### config.mk
export PLATFORM = sky130hd
export DESIGN_NAME = mdu_divider
export DESIGN_NICKNAME = d
export VERILOG_FILES = /design/src/rtl/mdu_pkg.sv /design/src/rtl/div_iter_step.sv /design/src/rtl/mdu_divider.sv
export SDC_FILE = /design/constraint.sdc
export NUM_CORES = 1
export LEC_CHECK = 0
export ABC_AREA = 1
export BUFFER_PORTS_ARGS = -buffer_cell sky130_fd_sc_hd__buf_4
export CAP_MARGIN = 5
export CORE_UTILIZATION = 40
export CTS_CLUSTER_SIZE = 25
export DETAILED_ROUTE_END_ITERATION = 6
export SYNTH_ARGS = -nofsm -noshare
export SYNTH_HDL_FRONTEND = slang
export SYNTH_SLANG_ARGS = --single-unit
### constraint.sdc
create_clock -name clk -period 4.32 [get_ports clk]
set_input_delay 0 -clock clk [delete_from_list [all_inputs] [get_ports clk]]
set_output_delay 0 -clock clk [all_outputs]
set_load 0.01 [all_outputs]
### src/rtl/mdu_pkg.sv
// Shared MDU definitions: request opcodes and divider FSM states.
// Used by both the divider and the multiplier.
package mdu_pkg;

    localparam logic [1:0] MDU_OP_NONE     = 2'b00;
    localparam logic [1:0] MDU_OP_UNSIGNED = 2'b01;
    localparam logic [1:0] MDU_OP_SIGNED   = 2'b10;

    typedef enum logic [1:0] {
        DIV_IDLE,
        DIV_CALC,
        DIV_FIXUP
    } div_state_t;

endpackage

### src/rtl/div_iter_step.sv
// One radix-2 restoring division step.
// Shift in a dividend bit, trial-subtract, keep or restore.
module div_iter_step #(
    parameter int WIDTH = 32
) (
    input  logic [WIDTH-1:0] rem_i,
    input  logic             bit_i,
    input  logic [WIDTH-1:0] divisor_i,
    output logic [WIDTH-1:0] rem_o,
    output logic             q_o
);

    logic [WIDTH:0] shifted;
    logic [WIDTH:0] diff;

    // Extra MSB keeps the borrow of the trial subtraction.
    assign shifted = {rem_i, bit_i};
    assign diff    = shifted - {1'b0, divisor_i};
    assign q_o     = ~diff[WIDTH];
    assign rem_o   = q_o ? diff[WIDTH-1:0] : shifted[WIDTH-1:0];

endmodule

### src/rtl/mdu_divider.sv
// Iterative radix-2 restoring divider for the MDU.
// Returns {remainder, quotient}; done is low while a division runs.
module mdu_divider
    import mdu_pkg::*;
#(
    parameter int WIDTH = 32
) (
    input  logic               clk,
    input  logic               rst,
    input  logic [1:0]         div_op,
    input  logic [WIDTH-1:0]   dividend,
    input  logic [WIDTH-1:0]   divisor,
    output logic [2*WIDTH-1:0] result,
    output logic               done
);

    localparam int CW = $clog2(WIDTH);

    div_state_t         state_q;
    logic [CW-1:0]      cnt_q;
    logic [WIDTH-1:0]   rem_q;
    logic [WIDTH-1:0]   quo_q;
    logic [WIDTH-1:0]   dvs_q;
    logic [WIDTH-1:0]   raw_q;
    logic               qneg_q;
    logic               rneg_q;
    logic               zero_q;
    logic [2*WIDTH-1:0] result_q;
    logic               done_q;

    logic               accept;
    logic               is_signed;
    logic               a_neg;
    logic               b_neg;
    logic [WIDTH-1:0]   abs_a;
    logic [WIDTH-1:0]   abs_b;
    logic [WIDTH-1:0]   step_rem;
    logic               step_q;
    logic [WIDTH-1:0]   quo_fix;
    logic [WIDTH-1:0]   rem_fix;
    logic [2*WIDTH-1:0] result_d;

    assign is_signed = (div_op == MDU_OP_SIGNED);
    assign accept    = is_signed || (div_op == MDU_OP_UNSIGNED);
    assign a_neg     = is_signed && dividend[WIDTH-1];
    assign b_neg     = is_signed && divisor[WIDTH-1];
    assign abs_a     = a_neg ? -dividend : dividend;
    assign abs_b     = b_neg ? -divisor : divisor;

    // The dividend is shifted out of quo_q MSB-first as quotient bits enter.
    div_iter_step #(
        .WIDTH (WIDTH)
    ) u_step (
        .rem_i     (rem_q),
        .bit_i     (quo_q[WIDTH-1]),
        .divisor_i (dvs_q),
        .rem_o     (step_rem),
        .q_o       (step_q)
    );

    assign quo_fix  = qneg_q ? -quo_q : quo_q;
    assign rem_fix  = rneg_q ? -rem_q : rem_q;
    assign result_d = zero_q ? {raw_q, {WIDTH{1'b1}}}
                             : {rem_fix, quo_fix};

    always_ff @(posedge clk) begin
        if (rst) begin
            state_q  <= DIV_IDLE;
            cnt_q    <= '0;
            rem_q    <= '0;
            quo_q    <= '0;
            dvs_q    <= '0;
            raw_q    <= '0;
            qneg_q   <= 1'b0;
            rneg_q   <= 1'b0;
            zero_q   <= 1'b0;
            result_q <= '0;
            done_q   <= 1'b1;
        end else begin
            unique case (state_q)
                DIV_IDLE: begin
                    if (accept) begin
                        rem_q   <= '0;
                        quo_q   <= abs_a;
                        dvs_q   <= abs_b;
                        raw_q   <= dividend;
                        qneg_q  <= a_neg ^ b_neg;
                        rneg_q  <= a_neg;
                        zero_q  <= (divisor == '0);
                        cnt_q   <= '0;
                        done_q  <= 1'b0;
                        state_q <= DIV_CALC;
                    end
                end
                DIV_CALC: begin
                    rem_q <= step_rem;
                    quo_q <= {quo_q[WIDTH-2:0], step_q};
                    cnt_q <= cnt_q + CW'(1);
                    if (cnt_q == CW'(WIDTH - 1)) begin
                        state_q <= DIV_FIXUP;
                    end
                end
                DIV_FIXUP: begin
                    result_q <= result_d;
                    done_q   <= 1'b1;
                    state_q  <= DIV_IDLE;
                end
                default: state_q <= DIV_IDLE;
            endcase
        end
    end

    assign result = result_q;
    assign done   = done_q;

endmodule

==> key figures <==
Final layout
  • N_diodes: 0
  • Final Cell Area: 17,100 sq um
  • P&R area growth vs syn: 21.3%
  • Layout net count: 2,563
  • Layout cells sized above 1: 11.3%

Global route
  • Global route hottest layer: met2
  • Vias in the first global route: 14,300
  • GRT Util Overall: 26.9%
  • Met2 usage: 44.1%
  • Initial antenna violation count: 0
  • Largest net degree at the start of global routing: 64
  • Routing usage on met3: 3.38%
  • Met1 usage: 37.2%
  • First-pass GRT wire length: 77.1 mm
  • Grt ovf: 0

CTS
  • CTS buffer count: 26
  • Post-CTS setup buffer count: 0
  • H-tree depth: 1
  • Post-CTS Hold Fix Bufs: 77
  • CTS clk-pin slew, worst paths: 60 ps
  • Worst-skew pair later-pin latency: 560 ps
  • CTS tree: done
  • Clk buf depth: 3
  • Post-cts resize count: 0
  • Clk root buf: clkbuf_16
  • Clock Sinks: 203

Logic synthesis
  • Syn. warnings: 0
  • Synth top area share: 28.8%
  • Area leader, netlist: dfxtp_1
  • Mean Syn Cell Area: 6.17 sq um
  • Synth unique cells: 52
  • Register bit count reported by yosys: 203
  • Seq/Total Area, Yosys: 28.8%
  • Ys async rst share: 0%
  • Syn Nets: 2,396
  • Cells after Synth: 2,288
  • Synth cell count leaders: 614 x nand2_1, 367 x inv_1, 205 x nor2_1
  • Ys flop type: dfxtp_1
  • Synthesized cell area: 14,100 sq um
  • Post-synth EDFFs: 0
  • Most common cell in the netlist: nand2_1
  • Area contributors post-synth: dfxtp_1 29%, nand2_1 16%, inv_1 9.8%

Run
  • Max-Cap Viols: 0

Place
  • Cell Area, Placed: 15,400 sq um
  • Hpwl dp: 36.9 mm
  • GPL Wtd Cong: 0.991
  • Port Buffers: 132

Timing
  • Setup TNS: 0 ps
  • Maximum clock rate: 328 MHz
  • Final hold vios: 0
  • Period utilization: 70.5%
  • Worst-Margin Slew: 1170 ps
  • RSZ-0062 raised after global routing: false
  • Max-slew violations: 0
  • Skew final: 35.1 ps
  • Post-route minimum period: 3040 ps
  • Endpoints failing setup: 0
  • Max-slew headroom: 22.2%

Route
  • Vias/cell: 5.19
  • Wire per inst: 16.8 um
  • Post-route ant nets: 0
  • Starting DRT DRC Count: 1,249
  • First-pass iteration count of the detailed router: 5
  • Vias: 15,200
  • DRC errors left: 0
  • Detailed Route WL: 49.3 mm

Floorplan
  • Die Width: 190 um
  • Rows: 68
  • Core ar.: 34,600 sq um
  • Chip height: 190 um
  • Full die area: 36,100 sq um
  • # IOs: 133
  • Initial Utilization: 40.8%

Critical path
  • Reg2reg start: state_q[1]$_SDFFE_PP0P_
  • Critical path arrival: 3500 ps
  • CP top delay family: buffers and inverters
  • Critical Path Source Type: input port
  • Crit path max-delay cell type: inv_1
  • CP Capture Type: register
  • CP startpoint: divisor[31]
  • Buffers plus inverters on the worst setup path: 6
  • CP Cell Sequence: dlygate4sd3_1, buf_4, nand2_1, inv_1, o31ai_1, nand2_1, dlygate4sd3_1, nand2_1, o221ai_1, dlygate4sd3_1, inv_1
  • WS Path Type: in2reg
  • Critical path fanouts, max: 30
  • Worst EP required: 4770 ps
  • Slowest stage delay, CP: 780 ps

Power and ir drop
  • P_leak: 8.52 nW
  • Cell Pwr Density: 407 nW/um^2
  • Worst VDD drop: 0.373 mV

Hold path
  • HP Class: in2reg
  • Hold path startpoint: rst

Run status
  • Outcome: complete, no violations
## layout make-up
| class | count | area, sq um |
|---|---|---|
| Fill cell | 3688 | 17500 |
| Multi-Input combinational cell | 1618 | 8270 |
| Sequential cell | 203 | 4060 |
| Timing Repair Buffer | 223 | 1870 |
| Inverter | 383 | 1440 |
| Clock buffer | 33 | 717 |
| Tap cell | 455 | 569 |
| Clock inverter | 15 | 204 |
## tightest hold or removal path: stages
cell and delay (ps):
dlygate4sd3_1 530, buf_4 210, a31oi_1 50
## worst paths after layout
kind / to / slack (ps) / depth (start not counted)
max: dvs_q[3]$_SDFFE_PP0P_ / 1280 / 11
min: quo_q[17]$_SDFFE_PP0P_ / 310 / 3
max reg2reg: quo_q[30]$_SDFFE_PP0P_ / 1530 / 10
min reg2reg: raw_q[19]$_SDFFE_PP0P_ / 450 / 2
## metrics by stage
stage | hold slack, ps | util [%] | total power [mW] | worst slack, ps | std cells
after floorplan | 149 | - | 3.91 | 2120 | 2288
after global placement | 302 | 44.6 | 4.56 | 1800 | 2805
after detailed placement | 312 | 44.6 | 4.58 | 1730 | 2805
after CTS | 276 | 49.5 | 6.97 | 1440 | 2930
after global routing | 306 | 49.5 | 7.38 | 1080 | 2930
final | 307 | 49.5 | 6.97 | 1280 | 2930
## cell families after synthesis
kind of cell	synth area share, %
compound gates	17.0
fa+ha+maj	3.60
xor+xnor	4.53
flops	28.8
buf+inv	12.7
simple gates	33.3
## metal layers
| layer | part of all wire, % | wire length, um |
|---|---|---|
| met1 | 47 | 23100 |
| met2 | 45 | 22400 |
| met3 | 5.5 | 2730 |
| met4 | 2.3 | 1120 |
| met5 | 0 | 0 |
## where the power goes
group | switching, mW | internal [mW]
Sequential | 0.114 | 2.00
Clock | 0.906 | 1.42
Combinational | 1.71 | 0.816
Total | 2.73 | 4.24
## registers in the layout (all words and copies together) (netlist names)
name and cells:
dvs_q 32, done 1, rneg_q 1, qneg_q 1
result 64, state_q 2, raw_q 32, quo_q 32
rem_q 32, cnt_q 5, zero_q 1
## placed cells by master (no fill, tap or decap), types with 20 or more instances in the layout
master / instances
o221ai_1: 21
xor2_1: 53
buf_4: 146
nand3_1: 147
dfxtp_1: 203
nand2_1: 614
o22ai_1: 24
xnor2_1: 20
nand4_1: 30
inv_1: 367
dlygate4sd3_1: 77
a21oi_1: 150
o21ai_0: 130
ha_1: 39
nor2_1: 203
clkbuf_16: 26
nor3_1: 27
No activity file was read; power rests on OpenSTA's default activity.
